==> src/rtl/fetch_pkg.sv <==
// Shared constants and state encoding for the fetch-stage controller.
package fetch_pkg;
  localparam logic [31:0] NOP = 32'h0000_0013;

  typedef enum logic {
    RUN   = 1'b0,
    FLUSH = 1'b1
  } fetch_state_t;
endpackage

==> src/rtl/fetch_fifo.sv <==
// Synchronous FIFO with synchronous flush and occupancy count.
module fetch_fifo #(
  parameter int WIDTH = 32,
  parameter int DEPTH = 2
) (
  input  logic                       clk,
  input  logic                       rst,
  input  logic                       flush,
  input  logic                       push,
  input  logic [WIDTH-1:0]           din,
  input  logic                       pop,
  output logic [WIDTH-1:0]           dout,
  output logic [$clog2(DEPTH+1)-1:0] count
);
  localparam int CW = $clog2(DEPTH+1);
  localparam int PW = (DEPTH > 1) ? $clog2(DEPTH) : 1;

  logic [WIDTH-1:0] mem [DEPTH];
  logic [PW-1:0]    rd_ptr, wr_ptr;
  logic             do_push, do_pop;

  assign do_push = push && !flush;
  assign do_pop  = pop && !flush && (count != '0);
  assign dout    = mem[rd_ptr];

  always_ff @(posedge clk or negedge rst) begin
    if (!rst) begin
      rd_ptr <= '0;
      wr_ptr <= '0;
      count  <= '0;
    end else if (flush) begin
      rd_ptr <= '0;
      wr_ptr <= '0;
      count  <= '0;
    end else begin
      if (do_push) wr_ptr <= wr_ptr + PW'(1);
      if (do_pop)  rd_ptr <= rd_ptr + PW'(1);
      count <= count + CW'(do_push) - CW'(do_pop);
    end
  end

  // Storage needs no reset: count gates every read that matters.
  always_ff @(posedge clk) begin
    if (do_push) mem[wr_ptr] <= din;
  end
endmodule

==> src/rtl/fetch_ctrl.sv <==
// Fetch PC owner: credit-limited requests to imem, in-order response buffer,
// redirect squash with a drop counter for responses still in flight.
module fetch_ctrl import fetch_pkg::*; #(
  parameter int                ADDRESS_WIDTH = 32,
  parameter int                DATA_WIDTH    = 32,
  parameter [ADDRESS_WIDTH-1:0] RESET_PC     = 32'h0000_0000,
  parameter int                DEPTH         = 2
) (
  input  logic                     clk,
  input  logic                     rst,
  input  logic                     stall_f,
  input  logic                     pc_src_e,
  input  logic [ADDRESS_WIDTH-1:0] pc_target_e,
  output logic                     imem_req_valid,
  input  logic                     imem_req_ready,
  output logic [ADDRESS_WIDTH-1:0] imem_req_addr,
  input  logic                     imem_resp_valid,
  input  logic [DATA_WIDTH-1:0]    imem_resp_data,
  output logic [ADDRESS_WIDTH-1:0] pc_f,
  output logic [ADDRESS_WIDTH-1:0] pc_plus4_f,
  output logic [DATA_WIDTH-1:0]    instr_f,
  output logic                     instr_valid_f
);
  localparam int CW = $clog2(DEPTH+1);

  typedef struct packed {
    logic [ADDRESS_WIDTH-1:0] pc;
    logic [DATA_WIDTH-1:0]    instr;
  } fetch_entry_t;

  fetch_state_t             state_q, state_d;
  logic [ADDRESS_WIDTH-1:0] fetch_pc, pcq_dout;
  logic [CW-1:0]            outstanding, drop_cnt, drop_next, pcq_count, ibuf_count;
  logic [CW:0]              used;
  logic                     run_en, acc, resp, pop, in_run, credit_ok;
  fetch_entry_t             ibuf_din, ibuf_dout;

  assign acc       = imem_req_valid && imem_req_ready;
  assign resp      = imem_resp_valid;
  assign in_run    = (state_q == RUN) && !pc_src_e;
  assign pop       = instr_valid_f && !stall_f && !pc_src_e;
  assign drop_next = outstanding + CW'(acc) - CW'(resp);
  // In RUN nothing is owed a drop, so pcq_count equals outstanding; free slots
  // are counted after this cycle's pop so k=1 sustains one fetch per cycle.
  assign used      = (CW+1)'(pcq_count) + (CW+1)'(ibuf_count);
  assign credit_ok = used < ((CW+1)'(DEPTH) + (CW+1)'(pop));
  assign imem_req_addr = fetch_pc;

  always_comb begin
    state_d        = state_q;
    imem_req_valid = 1'b0;
    case (state_q)
      RUN:   imem_req_valid = run_en && credit_ok;
      FLUSH: if (resp && drop_cnt == CW'(1)) state_d = RUN;
      default: state_d = RUN;
    endcase
    if (pc_src_e) state_d = (drop_next != '0) ? FLUSH : RUN;
  end

  always_ff @(posedge clk or negedge rst) begin
    if (!rst) begin
      state_q     <= RUN;
      run_en      <= 1'b0;
      fetch_pc    <= RESET_PC;
      outstanding <= '0;
      drop_cnt    <= '0;
    end else begin
      state_q     <= state_d;
      run_en      <= 1'b1;
      outstanding <= drop_next;
      if (pc_src_e) begin
        fetch_pc <= pc_target_e;
        drop_cnt <= drop_next;
      end else begin
        if (acc) fetch_pc <= fetch_pc + ADDRESS_WIDTH'(4);
        if (state_q == FLUSH && resp) drop_cnt <= drop_cnt - CW'(1);
      end
    end
  end

  // Addresses of live requests, oldest first; tags each response with its pc.
  fetch_fifo #(.WIDTH(ADDRESS_WIDTH), .DEPTH(DEPTH)) u_pcq (
    .clk(clk), .rst(rst), .flush(pc_src_e),
    .push(acc && !pc_src_e), .din(fetch_pc),
    .pop(resp && in_run), .dout(pcq_dout), .count(pcq_count)
  );

  assign ibuf_din = '{pc: pcq_dout, instr: imem_resp_data};

  fetch_fifo #(.WIDTH($bits(fetch_entry_t)), .DEPTH(DEPTH)) u_ibuf (
    .clk(clk), .rst(rst), .flush(pc_src_e),
    .push(resp && in_run), .din(ibuf_din),
    .pop(pop), .dout(ibuf_dout), .count(ibuf_count)
  );

  assign instr_valid_f = (ibuf_count != '0);
  assign pc_f          = instr_valid_f ? ibuf_dout.pc : '0;
  assign instr_f       = instr_valid_f ? ibuf_dout.instr : DATA_WIDTH'(NOP);
  assign pc_plus4_f    = pc_f + ADDRESS_WIDTH'(4);
endmodule

==> config.mk <==
export PLATFORM = sky130hd
export DESIGN_NAME = fetch_ctrl
export DESIGN_NICKNAME = d
export VERILOG_FILES = /design/src/rtl/fetch_pkg.sv /design/src/rtl/fetch_fifo.sv /design/src/rtl/fetch_ctrl.sv
export SDC_FILE = /design/constraint.sdc
export NUM_CORES = 1
export LEC_CHECK = 0
export ABC_AREA = 1
export CAP_MARGIN = 20
export CELL_PAD_IN_SITES_DETAIL_PLACEMENT = 1
export CELL_PAD_IN_SITES_GLOBAL_PLACEMENT = 1
export CORE_MARGIN = 2
export CORE_UTILIZATION = 43
export CTS_BUF_LIST = sky130_fd_sc_hd__clkbuf_16
export DETAILED_ROUTE_END_ITERATION = 10
export PLACE_DENSITY_LB_ADDON = 0.15
export SETUP_SLACK_MARGIN = 0.4
export SLEW_MARGIN = 20
export SYNTH_ARGS = -nofsm -noshare
export SYNTH_HDL_FRONTEND = slang
export SYNTH_SLANG_ARGS = --single-unit
export TNS_END_PERCENT = 20
==> constraint.sdc <==
create_clock -name clk -period 7.7 [get_ports clk]
set_clock_uncertainty 0.15 [all_clocks]
set_input_delay 1.54 -clock clk [delete_from_list [all_inputs] [get_ports clk]]
set_output_delay 1.54 -clock clk [all_outputs]
set_load 0.01 [all_outputs]
==> metrics, run 1 <==
worst slew pin tran=982.7 ps; gpl congestion=0.8284; achievable frequency=0.1824 GHz; critical path class=reg -> out; first-pass GRT wire length=48.23 mm; peak supply drop=0.0001517 V; power per cell area=269.8 mW/mm2; initial antenna violation count=0; # IOs=200; Worst Hold Class=reg -> reg; Final TNS setup=0 ps; dominant synthesized flop cell=edfxtp_1; CTS Buf Count=26; CTS tree=built; vias per cell=5.045; Netlist cell types=32; CP Launch Type=flop; Port Buffers=199; syn_nets=1274; initial DRC count=579; proportion of layout cells with a drive suffix above 1=0.05607; largest area contributor in the netlist=edfxtp_1; asr flop ratio synth=0.1933; synth cell count leaders=535 x nand2_1, 192 x edfxtp_1, 98 x nor2_1, 77 x nand3_1, 69 x inv_1; postcts setup bufs=0; post-CTS sizing=0; Die Ht=164.8 um; Setup crit end kind=primary output; #FFs+latches synth=238; Mapped Cells=1193; CTS H-tree lvls=1; Skew-Pair Late Insertion Delay=540 ps; Worst Path Arrival=3790 ps; Synth area leaders=edfxtp_1 52%, nand2_1 18%, dfrtp_1 10%, nand3_1 3.5%, nor2_1 3.3%; vias after detailed routing=8773; Netlist Area Pre-Place=0.01112 mm2; Area Growth Syn to Fin=28.45%; Crit path max-delay family=buffers and inverters; number of flops mapped to enable cells by yosys=192; WL final=30.68 mm; vias in the first global route=9202; Mapped Avg Cell Area=9.322 um2; worst path required time=6010 ps; Post-DP HPWL=21.98 mm; Routed Antenna Nets=0; Initial Utilization=0.4403; Yosys top cell area share=0.5185; antenna cell count=0; Slew Viols, Final=0; GRT Total Usage=0.2266; Die W=164.8 um; WL/cell=17.64 um; clock root buffer master=clkbuf_16; Worst Path Max Fanout=67; Residual DRC=0; cell row count=58; hold buffer count at CTS=0; outcome=finished clean; largest net degree at the start of global routing=68; fin crit period=5484 ps; First-pass DRT Iterations=5; crit path buf inv count=4; Seq/Total Area, Yosys=0.6220; most numerous cell in the Yosys netlist=nand2_1; clock transition at the registers of the reported paths=60 ps; leakage power=5.732 nW; Nets=1470; CP peak stage delay=560 ps; Sink Count=238; synth warn=0; Slew headroom=0.3408; Setup WS post-layout=2216 ps; Hold Slack=362.7 ps; pre-CTS setup slack=2569 ps; Final setup viols=0; final worst-path cycle share=0.7122; RSZ-0062 raised after global routing=no; worst-path cell chain=buf_4, or2_2, nand2_1, inv_1, ha_1, inv_1, nor2_2, nand2_1, nor2_1, xor2_1, clkdlybuf4s50_1; clock buffer depth=3; Max Cap Viol=0; GR Overflow Total=0; die area=0.02716 mm2; Core Region=0.02525 mm2; slowest CP cell=buf_4; Final Hold Vio Count=0
[cell type report]
type	count	area, um2
Clock buffer	26	650.6
Clock inverter	22	224.0
Fill cell	2871	10970
Inverter	73	274.0
Multi-Input combinational cell	840	3735
Sequential cell	238	6919
Tap cell	330	412.9
Timing Repair Buffer	210	2069
[final timing paths]
| path | from | to | slack [ps] | cells past startpoint |
|---|---|---|---|---|
| min in group asynchronous | rst | imem_req_addr[27] | 970 | 2 |
| setup / recovery | u_ibuf.rd_ptr | pc_plus4_f[18] | 2220 | 11 |
| hold / removal | outstanding[0] | outstanding[0] | 360 | 1 |
| max in group asynchronous | rst | u_ibuf.rd_ptr | 5970 | 2 |
| setup reg to reg | u_ibuf.count[1] | u_pcq.mem[1][23] | 4590 | 11 |
| hold reg to reg | outstanding[0] | outstanding[0] | 360 | 1 |
[cell families (layout without fill, tap and decap cells)]
logic type | Yosys count | after routing | synth area share
AOI/OAI and AO/OA | 44 | 44 | 0.02025
xor gates and xnor gates | 33 | 33 | 0.02599
adders and majority gates | 11 | 11 | 0.01305
buffers and inverters | 115 | 331 | 0.04399
DFF | 238 | 238 | 0.6220
other | 1 | 1 | 0.0003372
and+or+nand+nor | 751 | 751 | 0.2744
[per-stage QoR]
step	power [W]	area (um2)	util	std cells
finish	0.003854	14290	0.5656	1739
global route	0.004046	14290	0.5656	1739
CTS	0.003891	14280	0.5656	1739
detailed placement	0.002643	13410	0.5310	1691
global placement	0.002609	13410	0.5310	1691
floorplan	0.002133	11120	-	1193
[routing by layer]
metal,global-route usage,routed length [um],vias to the layer above
li1,-,-,4263
met1,0.2976,13480,4246
met2,0.4032,15260,237
met3,0.03340,1598,27
met4,0.04111,345,0
met5,0,0,-
[placed cells by master (no fill, tap or decap), types with 12 or more instances in the layout]
| cell | n |
|---|---|
| edfxtp_1 | 192 |
| a21oi_1 | 34 |
| clkdlybuf4s50_1 | 198 |
| dfrtp_1 | 44 |
| nor2_1 | 94 |
| nand3b_1 | 12 |
| nand3_1 | 77 |
| clkbuf_16 | 26 |
| xor2_1 | 25 |
| nand2_1 | 535 |
| inv_1 | 72 |
[report_power, final]
| group | internal, W | switching (W) | total, W |
|---|---|---|---|
| combinational | 0.000431 | 0.000561 | 0.000992 |
| clock | 0.000725 | 0.000518 | 0.00124 |
| sequential | 0.00152 | 0.0000994 | 0.00162 |
| total | 0.00268 | 0.00118 | 0.00385 |
[state kept, by name, indices dropped and copies added (netlist names)]
name	flops
u_pcq.mem	64
u_ibuf.count	2
u_pcq.wr_ptr	1
u_ibuf.rd_ptr	1
run_en	1
u_pcq.count	2
imem_req_addr	32
u_pcq.rd_ptr	1
outstanding	2
state_q	1
u_ibuf.wr_ptr	1
drop_cnt	2
u_ibuf.mem	128
Note: power is estimated with default switching activity, not from simulation.
==> run 2, diff against run 1 <==
--- a/config.mk
+++ b/config.mk
@@ -10,7 +10,7 @@
 export CELL_PAD_IN_SITES_DETAIL_PLACEMENT = 1
 export CELL_PAD_IN_SITES_GLOBAL_PLACEMENT = 1
 export CORE_MARGIN = 2
-export CORE_UTILIZATION = 43
+export CORE_UTILIZATION = 40
 export CTS_BUF_LIST = sky130_fd_sc_hd__clkbuf_16
 export DETAILED_ROUTE_END_ITERATION = 10
 export PLACE_DENSITY_LB_ADDON = 0.15
==> constraint.sdc (replaced) <==
create_clock -name clk -period 5.28 [get_ports clk]
set_clock_uncertainty 0.15 [all_clocks]
set_input_delay 1.056 -clock clk [delete_from_list [all_inputs] [get_ports clk]]
set_output_delay 1.056 -clock clk [all_outputs]
set_load 0.01 [all_outputs]
==> run 2 against run 1 <==
  * Clock power grew 44%
  * Via count shrank 1.1%
  * Critical path depth grew 1
  * Count of clock-buffer cells in the layout grew 1
  * Core utilization shrank 4.5 points
  * Largest power group unchanged
==> metrics, run 2 (synthesis results as in run 1) <==
WL/cell=16.79 um (was 17.64 um); commonest non-fill, non-tap cell in the layout=nand2_1 (unchanged); WL final=30.03 mm (was 30.68 mm); Layout Cells excl Fill=1789 (was 1739); antenna cell count=0 (unchanged); post-CTS sizing=0 (unchanged); Post-DP HPWL=21.33 mm (was 21.98 mm); die area=0.02915 mm2 (was 0.02716 mm2); CP Launch Type=flop (unchanged); Worst Hold Class=reg -> reg (unchanged); vias in the first global route=8957 (was 9202); worst-path cell chain=inv_4, nor2_1, nor2_1, nand2_1, inv_1, ha_1, inv_1, nor2_4, nand2_1, nor2_1, xor2_1, clkdlybuf4s50_1 (was buf_4, or2_2, nand2_1, inv_1, ha_1, inv_1, nor2_2, nand2_1, nor2_1, xor2_1, clkdlybuf4s50_1); Port Buffers=199 (unchanged); hold buffer count at CTS=0 (unchanged); Setup crit end kind=primary output (unchanged); Skew-Pair Late Insertion Delay=520 ps (was 540 ps); Slew headroom=0.4144 (was 0.3408); Routed Antenna Nets=0 (unchanged); RSZ-0062 raised after global routing=no (unchanged); Initial Utilization=0.4036 (was 0.4403); gpl congestion=0.8180 (was 0.8284); Max Cap Viol=0 (unchanged); final worst-path cycle share=0.8555; Die W=170.7 um (was 164.8 um); met3 wire len=1.402 mm (was 1.598 mm); Worst path most repeated cell=nor2_1; CTS Buf Count=26 (unchanged); Final Hold Vio Count=0 (unchanged); postcts setup bufs=0 (unchanged); Largest Register=u_ibuf.mem (unchanged); critical path class=reg -> out (unchanged); CTS H-tree lvls=1 (unchanged); proportion of layout cells with a drive suffix above 1=0.05741 (was 0.05607); CP peak stage delay=550 ps (was 560 ps); Nets=1472 (was 1470); GR Overflow Total=0 (unchanged); worst slew pin tran=878.5 ps (was 982.7 ps); Slew Viols, Final=0 (unchanged); vias per cell=4.851 (was 5.045); # IOs=200 (unchanged); commonest cells after routing, fill and taps aside=535 x nand2_1, 198 x clkdlybuf4s50_1, 192 x edfxtp_1 (unchanged); achievable frequency=0.2214 GHz; largest net degree at the start of global routing=65 (was 68); power per cell area=389.8 mW/mm2 (was 269.8 mW/mm2); Die Ht=170.7 um (was 164.8 um); vias after detailed routing=8679 (was 8773); clock root buffer master=clkbuf_16 (unchanged); worst path required time=4070 ps (was 6010 ps); max FFs per register=128 (unchanged); Core Region=0.02755 mm2 (was 0.02525 mm2); first-pass GRT wire length=47.19 mm (was 48.23 mm); met2 wire length=14.37 mm (was 15.26 mm); total power=0.005596 W (was 0.003854 W); Area Growth Syn to Fin=29.10% (was 28.45%); # fillers=3132 (was 2871); DR top layer=met4 (unchanged); Worst Path Max Fanout=17 (was 67); clock buffer depth=3 (unchanged); clock transition at the registers of the reported paths=60 ps (about the same); CTS tree=built (unchanged); leakage power=5.752 nW (was 5.732 nW); initial DRC count=467 (was 579); Final setup viols=0 (unchanged); fin crit period=4517 ps; peak supply drop=0.0001787 V (was 0.0001517 V); Residual DRC=0 (unchanged); cell row count=61 (was 58); M1 WL=13.80 mm (was 13.48 mm); GRT Total Usage=0.2069 (was 0.2266); outcome=finished clean (unchanged); Worst Path Arrival=3310 ps (was 3790 ps); Sink Count=238 (unchanged); Final TNS setup=0 ps (unchanged); placed cells=1741 (was 1691); First-pass DRT Iterations=5 (unchanged); slowest CP cell=clkdlybuf4s50_1 (was buf_4); initial antenna violation count=0 (unchanged)
-- run 2: cell type report --
type | count | area, um2 | area share
flip-flops and latches | 238 | 6919 | 0.4820
well taps | 378 | 473.0 | 0.03294
repair buffers | 212 | 2092 | 0.1457
clock buffers | 27 | 675.6 | 0.04706
multi-input cells | 840 | 3740 | 0.2605
clock inverters | 21 | 180.2 | 0.01255
inverters | 73 | 276.5 | 0.01926
-- run 2: critical path, delay by kind of cell, from the launching register on --
| kind | cells | cell delay, ps |
|---|---|---|
| buffers and inverters | 4 | 1040 |
| AND/OR/NAND/NOR | 6 | 860 |
| flip-flops | 1 | 500 |
| adder cells (fa/ha/maj) | 1 | 240 |
| XOR/XNOR | 1 | 170 |
-- run 2: worst paths after layout --
check | startpoint | end | slack (ps) | cells past startpoint
max | u_ibuf.rd_ptr | pc_plus4_f[18] | 760 | 12
min | drop_cnt[1] | drop_cnt[1] | 340 | 2
max reg2reg | u_ibuf.count[0] | u_pcq.mem[1][24] | 2120 | 8
min reg2reg | drop_cnt[1] | drop_cnt[1] | 340 | 2
max in group asynchronous | rst | u_ibuf.rd_ptr | 3980 | 2
min in group asynchronous | rst | imem_req_addr[21] | 490 | 2
-- run 2: power breakdown --
group          switching (W)  internal [W]
clock network       0.000718       0.00107
logic               0.000811      0.000631
registers           0.000147       0.00222
-- run 2: per-layer routing --
metal  GRT usage  vias up
li1            -     4259
met1      0.2822     4182
met2      0.3536      206
met3     0.02591       32
met4     0.04719        0
met5           0        -
-- run 2: stage by stage --
stage          setup WS [ps]    util  hold slack [ps]  instance area, um2
3_3_place_gp            1147  0.4894            331.7               13480
3_5_place_dp            1081  0.4894            332.1               13490
5_1_grt                407.1  0.5210            367.6               14360
6_report               762.8  0.5210            343.9               14360
4_1_cts                498.3  0.5205            347.7               14340
2_1_floorplan          525.3       -            315.2               11120
==> run 3, diff against run 2 <==
--- a/config.mk
+++ b/config.mk
@@ -14,6 +14,7 @@
 export CTS_BUF_LIST = sky130_fd_sc_hd__clkbuf_16
 export DETAILED_ROUTE_END_ITERATION = 10
 export PLACE_DENSITY_LB_ADDON = 0.15
+export RECOVER_POWER = 100
 export SETUP_SLACK_MARGIN = 0.4
 export SLEW_MARGIN = 20
 export SYNTH_ARGS = -nofsm -noshare
==> run 3 against run 2 <==
  * The flow now finishes with violations (max-capacitance violations, max-slew violations)
  * Count of clock-buffer cells in the layout unchanged
  * Critical path type unchanged
  * Cell count unchanged
  * Sequential share of layout area increased by 0.14 points
  * Largest cell class unchanged
  * Setup slack got worse by 180 ps
  * Power decreased by 1.5%
  * Non-clock buffer count unchanged
  * Maximum frequency decreased by 3.8%
  * Hold slack got worse by 1.5 ps
  * Core utilization decreased by 0.17 points
  * Routed wire length about the same
==> metrics, run 3 (synthesis results as in run 1) <==
Slew Viols, Final=193 (was 0); placed cells=1741 (unchanged); clock power share=0.325 (was 0.320); multi-input logic area=0.003717 mm2 (was 0.003740 mm2); CP startpoint=u_ibuf.count[1] (was u_ibuf.rd_ptr); Residual DRC=0 (unchanged); RSZ-0062 raised after global routing=no (unchanged); die area=0.02915 mm2 (unchanged); Port Buffers=199 (unchanged); slowest CP cell=dlygate4sd3_1 (was clkdlybuf4s50_1); P_int=0.003845 W (was 0.003919 W); GRT Max-Usage Layer=met2 (unchanged); # IOs=200 (unchanged); Worst Path Max Fanout=53 (was 17); Nets=1472 (unchanged); met2 Usage GRT=0.3536 (unchanged); power per cell area=385.3 mW/mm2 (was 389.8 mW/mm2); clock buffer depth=3 (unchanged); vias after detailed routing=8666 (was 8679); Final setup viols=0 (unchanged); Slew headroom=-0.8869 (was 0.4144); clock root buffer master=clkbuf_16 (unchanged); Crit path max-delay family=buffers and inverters (unchanged); peak supply drop=0.0001785 V (was 0.0001787 V); vias in the first global route=8957 (unchanged); Worst Path Arrival=3490 ps (was 3310 ps); gpl congestion=0.8180 (unchanged); commonest non-fill, non-tap cell in the layout=nand2_1 (unchanged); Die Ht=170.7 um (unchanged); Setup WS post-layout=584.8 ps (was 762.8 ps); worst path required time=4070 ps (about the same); Largest Register=u_ibuf.mem (unchanged); Die W=170.7 um (unchanged); outcome=finished with violations (was finished clean); register area=0.006917 mm2 (was 0.006919 mm2); CP peak stage delay=630 ps (was 550 ps); final worst-path cycle share=0.8892 (was 0.8555); combinational share of power=0.246 (was 0.258); failing checks=max-capacitance violations, max-slew violations; cell row count=61 (unchanged); worst slew pin tran=2830 ps (was 878.5 ps); fin crit period=4695 ps (was 4517 ps); Sink Count=238 (unchanged); hold buffer count at CTS=0 (unchanged); Switch Pwr=0.001669 W (was 0.001677 W); proportion of layout cells with a drive suffix above 1=0.04678 (was 0.05741); worst r2r src=u_ibuf.count[0] (unchanged); Post-DP HPWL=21.33 mm (unchanged); met1 Usage GRT=0.2822 (unchanged); Initial Utilization=0.4036 (unchanged); Routed Antenna Nets=0 (unchanged); Final TNS setup=0 ps (unchanged); vias per cell=4.844 (was 4.851); commonest cells after routing, fill and taps aside=536 x nand2_1, 192 x edfxtp_1, 143 x dlygate4sd3_1 (was 535 x nand2_1, 198 x clkdlybuf4s50_1, 192 x edfxtp_1); Area Growth Syn to Fin=28.68% (was 29.10%); CP Launch Type=flop (unchanged); GR Overflow Total=0 (unchanged); worst-path cell chain=inv_1, nand2_1, buf_4, nand3_2, nor2_1, nand2_1, nor2_1, xor2_1, dlygate4sd3_1 (was inv_4, nor2_1, nor2_1, nand2_1, inv_1, ha_1, inv_1, nor2_4, nand2_1, nor2_1, xor2_1, clkdlybuf4s50_1); CTS Buf Count=26 (unchanged); worst hold start=imem_req_addr[1] (was drop_cnt[1]); initial antenna violation count=0 (unchanged); CTS H-tree lvls=1 (unchanged); clock transition at the registers of the reported paths=60 ps (about the same); WL/cell=16.78 um (was 16.79 um); Core Region=0.02755 mm2 (unchanged); Final Hold Vio Count=0 (unchanged); max FFs per register=128 (unchanged); initial DRC count=490 (was 467); CTS tree=built (unchanged); Worst Hold Class=reg -> reg (unchanged); leakage power=6.003 nW (was 5.752 nW); Max Cap Viol=5 (was 0); achievable frequency=0.2130 GHz (was 0.2214 GHz); WL final=30.01 mm (was 30.03 mm); Net Sw Frac=0.3026 (was 0.2996); GRT Total Usage=0.2069 (unchanged); GR Util met3=0.02591 (unchanged); Setup crit end kind=primary output (unchanged); # fillers=3141 (was 3132); pre-CTS setup slack=1081 ps (unchanged); Layout Cells excl Fill=1789 (unchanged); First-pass DRT Iterations=5 (unchanged); first-pass GRT wire length=47.19 mm (unchanged); Flop pwr share=0.428 (was 0.422); critical path class=reg -> out (unchanged); largest net degree at the start of global routing=65 (unchanged); antenna cell count=0 (unchanged); crit path buf inv count=3 (was 4); Skew-Pair Late Insertion Delay=520 ps (about the same)
==> run 3: changes by cell type in the layout (fill, tap and decap cells not counted), moves of 5 or more <==
cell / delta
nor2_2: -5
clkbuf_1: +5
dlygate4sd3_1: +143
nor2_1: +6
clkdlybuf4s50_1: -143
buf_4: -6
==> run 3: worst paths after layout <==
kind | endpoint | slack (ps) | depth (start not counted)
max in group asynchronous | u_ibuf.rd_ptr | 1980 | 2
min | u_pcq.mem[1][1] | 340 | 0
max reg2reg | u_pcq.mem[1][24] | 1550 | 8
min in group asynchronous | imem_req_addr[29] | 1390 | 2
min reg2reg | u_pcq.mem[1][1] | 340 | 0
max | pc_plus4_f[12] | 580 | 9
==> run 3: layer usage <==
layer / up-vias / part of all wire
met5: - / 0
met2: 204 / 0.48
met4: 0 / 0.015
li1: 4257 / -
met1: 4172 / 0.46
met3: 33 / 0.043
==> run 3: area by class of cell <==
type	instances	share of cell area
well taps	378	0.03305
inverters	73	0.01932
clock inverters	21	0.01259
repair buffers	212	0.1447
flip-flops and latches	238	0.4833
multi-input cells	840	0.2598
clock buffers	27	0.04722
==> run 3: stage by stage <==
step	hold WS, ps	area, um2	power [W]	util
after floorplan	315.2	11120	0.003111	-
after global placement	331.7	13480	0.003823	0.4894
after detailed placement	332.1	13490	0.003859	0.4894
after CTS	347.7	14340	0.005660	0.5205
after global routing	363.3	14310	0.005791	0.5194
final	342.4	14310	0.005514	0.5194
==> run 3: repair_timing <==
| action | 4_1_cts | 5_1_grt |
|---|---|---|
| endpoints found under the setup margin | 0 | 19 |
| gates resized for setup | 0 | 5 |
| buffers inserted | 0 | 0 |
==> run 3: power groups by stage <==
stage | clock network [W] | registers [W] | logic (W)
2_1_floorplan | 0 | 0.00237 | 0.000745
3_3_place_gp | 0 | 0.00239 | 0.00143
3_5_place_dp | 0 | 0.00240 | 0.00146
4_1_cts | 0.00183 | 0.00236 | 0.00147
5_1_grt | 0.00189 | 0.00239 | 0.00151
6_report | 0.00179 | 0.00236 | 0.00136
